`src/rtl/seven_segment_scan.sv`:
```
// Time-multiplexed, double-buffered driver for an N-digit common-anode
// seven-segment display with per-digit blanking and decimal points.
//
// Ports:
//   clk, rst          clock and synchronous active-high reset
//   load_i            strobe: capture data_i / dp_i / digit_en_i as pending
//   data_i            hex nibbles, digit k = data_i[4k+3:4k], digit 0 rightmost
//   dp_i              decimal point request per digit (1 = lit)
//   digit_en_i        per-digit enable (0 = digit blanked)
//   load_ack_o        one-cycle pulse when buffered data becomes active
//   frame_o           one-cycle pulse each time the scan wraps to digit 0
//   segment           active-low segments, bit0 = a ... bit6 = g
//   dp_o              active-low decimal point
//   anode             active-low digit select, at most one bit low

module seven_segment_scan #(
    parameter int NUM_DIGITS   = 8,
    parameter int REFRESH_DIV  = 100000,
    parameter int BLANK_CYCLES = 1000
) (
    input  logic                    clk,
    input  logic                    rst,
    input  logic                    load_i,
    input  logic [4*NUM_DIGITS-1:0] data_i,
    input  logic [NUM_DIGITS-1:0]   dp_i,
    input  logic [NUM_DIGITS-1:0]   digit_en_i,
    output logic                    load_ack_o,
    output logic                    frame_o,
    output logic [6:0]              segment,
    output logic                    dp_o,
    output logic [NUM_DIGITS-1:0]   anode
);

    localparam int PW = (REFRESH_DIV > 1) ? $clog2(REFRESH_DIV) : 1;
    localparam int IW = (NUM_DIGITS > 1) ? $clog2(NUM_DIGITS) : 1;

    localparam logic [PW-1:0] P_LAST = PW'(REFRESH_DIV - 1);
    localparam logic [IW-1:0] I_LAST = IW'(NUM_DIGITS - 1);

    function automatic logic [6:0] hex7(input logic [3:0] n);
        case (n)
            4'h0: return 7'h40;
            4'h1: return 7'h79;
            4'h2: return 7'h24;
            4'h3: return 7'h30;
            4'h4: return 7'h19;
            4'h5: return 7'h12;
            4'h6: return 7'h02;
            4'h7: return 7'h78;
            4'h8: return 7'h00;
            4'h9: return 7'h10;
            4'hA: return 7'h08;
            4'hB: return 7'h03;
            4'hC: return 7'h46;
            4'hD: return 7'h21;
            4'hE: return 7'h06;
            4'hF: return 7'h0E;
        endcase
    endfunction

    // scan position
    logic [PW-1:0] presc_q, presc_d;
    logic [IW-1:0] idx_q, idx_d;
    logic          slot_end;
    logic          wrap;

    // pending (written by load_i) and active (displayed) buffers
    logic [4*NUM_DIGITS-1:0] pend_data_q, pend_data_d;
    logic [NUM_DIGITS-1:0]   pend_dp_q, pend_dp_d;
    logic [NUM_DIGITS-1:0]   pend_en_q, pend_en_d;
    logic                    pend_vld_q, pend_vld_d;
    logic [4*NUM_DIGITS-1:0] act_data_q, act_data_d;
    logic [NUM_DIGITS-1:0]   act_dp_q, act_dp_d;
    logic [NUM_DIGITS-1:0]   act_en_q, act_en_d;

    // registered outputs
    logic [6:0]            seg_q, seg_d;
    logic                  dp_q, dp_d;
    logic [NUM_DIGITS-1:0] anode_q, anode_d;
    logic                  ack_q, ack_d;
    logic                  frame_q, frame_d;

    logic       in_blank;
    logic [3:0] cur_nib;
    logic       cur_en;
    logic       cur_dp;
    logic       lit;

    // anti-ghosting: all anodes off at the start of each slot
    if (BLANK_CYCLES > 0) begin : g_blank
        assign in_blank = (presc_q < PW'(BLANK_CYCLES));
    end else begin : g_noblank
        assign in_blank = 1'b0;
    end

    always_comb begin
        slot_end = (presc_q == P_LAST);
        wrap     = slot_end && (idx_q == I_LAST);
        presc_d  = slot_end ? '0 : presc_q + PW'(1);
        idx_d    = idx_q;
        if (slot_end) begin
            idx_d = (idx_q == I_LAST) ? '0 : idx_q + IW'(1);
        end
    end

    // Active only changes on the wrap edge; a load on that very cycle
    // bypasses the pending buffer so it shows in the next frame's first slot.
    always_comb begin
        pend_data_d = pend_data_q;
        pend_dp_d   = pend_dp_q;
        pend_en_d   = pend_en_q;
        pend_vld_d  = pend_vld_q;
        act_data_d  = act_data_q;
        act_dp_d    = act_dp_q;
        act_en_d    = act_en_q;
        ack_d       = 1'b0;
        frame_d     = wrap;
        if (wrap) begin
            if (load_i) begin
                act_data_d = data_i;
                act_dp_d   = dp_i;
                act_en_d   = digit_en_i;
                ack_d      = 1'b1;
            end else if (pend_vld_q) begin
                act_data_d = pend_data_q;
                act_dp_d   = pend_dp_q;
                act_en_d   = pend_en_q;
                ack_d      = 1'b1;
            end
            pend_vld_d = 1'b0;
        end else if (load_i) begin
            pend_data_d = data_i;
            pend_dp_d   = dp_i;
            pend_en_d   = digit_en_i;
            pend_vld_d  = 1'b1;
        end
    end

    always_comb begin
        cur_nib = '0;
        cur_en  = 1'b0;
        cur_dp  = 1'b0;
        for (int k = 0; k < NUM_DIGITS; k++) begin
            if (idx_q == IW'(k)) begin
                cur_nib = act_data_q[4*k +: 4];
                cur_en  = act_en_q[k];
                cur_dp  = act_dp_q[k];
            end
        end
        lit     = cur_en && !in_blank;
        seg_d   = lit ? hex7(cur_nib) : 7'h7F;
        dp_d    = lit ? ~cur_dp : 1'b1;
        anode_d = '1;
        for (int k = 0; k < NUM_DIGITS; k++) begin
            if (lit && (idx_q == IW'(k))) begin
                anode_d[k] = 1'b0;
            end
        end
    end

    always_ff @(posedge clk) begin
        if (rst) begin
            presc_q     <= '0;
            idx_q       <= '0;
            pend_data_q <= '0;
            pend_dp_q   <= '0;
            pend_en_q   <= '0;
            pend_vld_q  <= 1'b0;
            act_data_q  <= '0;
            act_dp_q    <= '0;
            act_en_q    <= '0;
            seg_q       <= 7'h7F;
            dp_q        <= 1'b1;
            anode_q     <= '1;
            ack_q       <= 1'b0;
            frame_q     <= 1'b0;
        end else begin
            presc_q     <= presc_d;
            idx_q       <= idx_d;
            pend_data_q <= pend_data_d;
            pend_dp_q   <= pend_dp_d;
            pend_en_q   <= pend_en_d;
            pend_vld_q  <= pend_vld_d;
            act_data_q  <= act_data_d;
            act_dp_q    <= act_dp_d;
            act_en_q    <= act_en_d;
            seg_q       <= seg_d;
            dp_q        <= dp_d;
            anode_q     <= anode_d;
            ack_q       <= ack_d;
            frame_q     <= frame_d;
        end
    end

    assign segment    = seg_q;
    assign dp_o       = dp_q;
    assign anode      = anode_q;
    assign load_ack_o = ack_q;
    assign frame_o    = frame_q;

endmodule

```
`config.mk`:
```
export PLATFORM = sky130hd
export DESIGN_NAME = seven_segment_scan
export DESIGN_NICKNAME = d
export VERILOG_FILES = /design/src/rtl/seven_segment_scan.sv
export SDC_FILE = /design/constraint.sdc
export NUM_CORES = 1
export LEC_CHECK = 0
export ABC_AREA = 0
export CAP_MARGIN = 5
export CORE_MARGIN = 2
export CORE_UTILIZATION = 49
export CTS_CLUSTER_SIZE = 25
export DETAILED_ROUTE_END_ITERATION = 16
export HOLD_SLACK_MARGIN = 0.03
export PLACE_DENSITY = 0.78
export SYNTH_ARGS = -nofsm -noshare
export SYNTH_HDL_FRONTEND = slang
export SYNTH_SLANG_ARGS = --single-unit
```
`constraint.sdc`:
```
create_clock -name clk -period 2.9 [get_ports clk]
set_input_delay 0.58 -clock clk [delete_from_list [all_inputs] [get_ports clk]]
set_output_delay 0.58 -clock clk [all_outputs]
set_load 0.1 [all_outputs]
```
==> metrics.txt, run 1 <==
routing usage on met1=0.280; share of flip-flops with an asynchronous set or reset=0; number of global-route vias before repair=5,156; worst setup path category=reg2reg; predominant post-synthesis flop cell=dfxtp_1; CTS Root Buffer Type=clkbuf_16; initial drt markers=457; layout cells sized above 1=0.166; setup TNS after final layout=0 ns; status=completed; GRT busiest layer=met2; Sw Share=0.236; GRT Util Overall=0.230; Final Util=0.618; gr ovfl total=0; die extent in y=116 um; Syn Nets=811; post-synthesis register bit count=135; Avg Vias per Cell=5.42; final worst path period need=2.71 ns; CTS tree=built; Fin Clk Skew=0.0107 ns; crit end category=flip-flop; Post-synth EDFFs=0; Required @ worst endpoint=3.19 ns; PwrDens=580 mW/mm^2; Crit path arrival time=3.00 ns; RD Place Congestion=0.917; clock group share of total power=0.498; Die Span X=116 um; combinational share of power=0.060; Tcrit/Tclk final=0.935; commonest non-fill, non-tap cell in the layout=nand2_1; Post-DP HPWL=10,100 um; Avg Cell Area, Syn=8.18 sq um; Fin. Hold Viols=0; Seq pwr share=0.442; antenna-violating nets left=0; Min-Delay Path Depth=2; Worst-Skew Late Latency=0.44 ns; RR Startpoint=idx_q[0]; Nets=869; hold endpoint=pend_data_q[1]; Port Buf Inserts=68; antenna violations before repair=0; Worst slew margin=0.394; Area Overhead vs Synth=22.5%; HP Class=reg2reg; reg2reg setup slack=0.19 ns; Final setup viols=0; Die ar.=0.0134 sq mm; I/O pin count=69; Synth cell types=56; cell row count=40; Pre-Repair DR Iteration Count=5; Storage cell area=0.00270 sq mm; first-pass GRT wire length=24,300 um; global-route met2 utilization=0.396; commonest non-fill, non-tap cells in the layout=nand2_1 (225), dfxtp_1 (135), a21oi_1 (110); fillcell total=1,057; Final Max Slew Viols=0; Worst IR Drop VDD=0.487 mV; Int Power=0.00332 W; M3 GR Usage=0.0539; CORE AREA=0.0121 sq mm; largest net degree at the start of global routing=89; reg2reg end=segment[0]; starting density of the core=0.504; register area share after synthesis=0.443; Synth Cell Area=0.00611 sq mm; n_diodes=0; Worst Min Path Start=pend_data_q[1]; number of hold buffers added after cts=0; switching pwr=0.00102 W; Gate Count Post-Synth=747; RSZ-0062 raised after global routing=false; H-tree depth=4; Multi-input gate area=0.00308 sq mm; clock buffer depth=2; DR WL/cell=15.0 um; Reg clk slew, reported paths=0.06 ns; yosys warns=0; worst slew pin tran=0.909 ns; WL final=14,700 um; largest fanout on the critical path=7; Sink Count=135; Max-Cap Viols=0; Startpoint Class=flip-flop; Lkg Pwr=2.75 nW; DR DRC count=0; Reg2Reg Depth=11; max frequency=369 MHz; CTS Buf Count=17; Vias=5,342
[sequential cells by signal, summed over array words and instances (netlist names)]
signal	flops
act_data_q	32
act_dp_q	8
act_en_q	8
anode	8
dp_o	1
frame_o	1
idx_q	3
load_ack_o	1
pend_data_q	32
pend_dp_q	8
pend_en_q	8
pend_vld_q	1
presc_q	17
segment	7
[how the worst max path moves through the flow]
stage / from / end / slack [ns]
after floorplan: idx_q[2] / segment[3] / 0.12
after global placement: idx_q[0] / segment[3] / 0.27
after detailed placement: idx_q[0] / segment[3] / 0.15
after CTS: idx_q[0] / segment[3] / 0.13
after global routing: idx_q[0] / segment[4] / 0.02
final: idx_q[0] / segment[0] / 0.19
[layout make-up]
| class | instances | share of cell area |
|---|---|---|
| timing repair buffer | 94 | 0.111 |
| clock inverter | 15 | 0.0224 |
| multi-input combinational | 542 | 0.412 |
| tap | 168 | 0.0281 |
| clock buffer | 17 | 0.0569 |
| inverter | 15 | 0.00753 |
| sequential | 135 | 0.361 |
[cell families after synthesis]
group | count (synthesis) | synth area share
simple gates | 302 | 0.206
compound gates | 158 | 0.149
flops | 135 | 0.443
buf+inv | 70 | 0.0553
mux | 54 | 0.0985
xor+xnor | 15 | 0.0215
fa+ha+maj | 13 | 0.0266
[power groups by stage]
stage	clock [W]	combinational, W	sequential, W
finish	0.00216	0.000262	0.00192
global route	0.00227	0.000285	0.00192
CTS	0.00218	0.000262	0.00192
detailed placement	0	0.000259	0.00196
global placement	0	0.000253	0.00195
floorplan	0	0.000158	0.00195
[critical path, cell delays in order, from the launching register on]
cell       delay, ns
dfxtp_1         0.41
ha_1            0.21
ha_2            0.25
nor2b_1         0.16
a2111oi_1       0.07
a311o_1         0.35
a31oi_1         0.22
inv_1           0.12
ha_1            0.24
or3_1           0.38
o221ai_1        0.08
nand2_1         0.08
[metal layers]
metal	part of all wire	routed length, um
met5	0	0
met4	0.019	283
met3	0.042	618
met2	0.49	7270
met1	0.45	6580
[through the flow]
stage / hold slack, ns / cells / worst slack [ns] / power (W) / cell area (sq um)
after detailed placement: 0.447 / 954 / 0.149 / 0.00222 / 6870
after global placement: 0.439 / 954 / 0.270 / 0.00221 / 6870
after global routing: 0.471 / 986 / 0.0187 / 0.00448 / 7480
after floorplan: 0.427 / 747 / 0.122 / 0.00211 / 6110
after CTS: 0.456 / 986 / 0.127 / 0.00436 / 7460
final: 0.452 / 986 / 0.189 / 0.00434 / 7480
[cell usage after synthesis (all sizes together), types with 4 or more instances]
master,count,area [sq um]
a21oi,110,551
a221oi,4,35.0
buf,24,165
clkbuf,31,116
dfxtp,135,2700
ha,13,163
inv,14,52.6
mux2,49,552
mux2i,5,50.1
nand2,225,845
nand3,15,75.1
nor2,31,116
nor3,4,25.0
o211ai,4,30.0
o21ai,12,60.1
o221ai,4,35.0
xnor2,4,35.0
xor2,11,96.3
[repair_timing]
action	in CTS	in global routing
buffers inserted	0	0
setup endpoints to repair	0	4
gates resized for setup	0	5
Power figures use the tool's default switching activity.
==> run 2: changes to the inputs <==
--- a/config.mk
+++ b/config.mk
@@ -13,6 +13,7 @@
 export DETAILED_ROUTE_END_ITERATION = 16
 export HOLD_SLACK_MARGIN = 0.03
 export PLACE_DENSITY = 0.78
+export SKIP_LAST_GASP = 1
 export SYNTH_ARGS = -nofsm -noshare
 export SYNTH_HDL_FRONTEND = slang
 export SYNTH_SLANG_ARGS = --single-unit
==> results of run 2 <==
Final layout, timing and power as in run 1 (identical DEF).
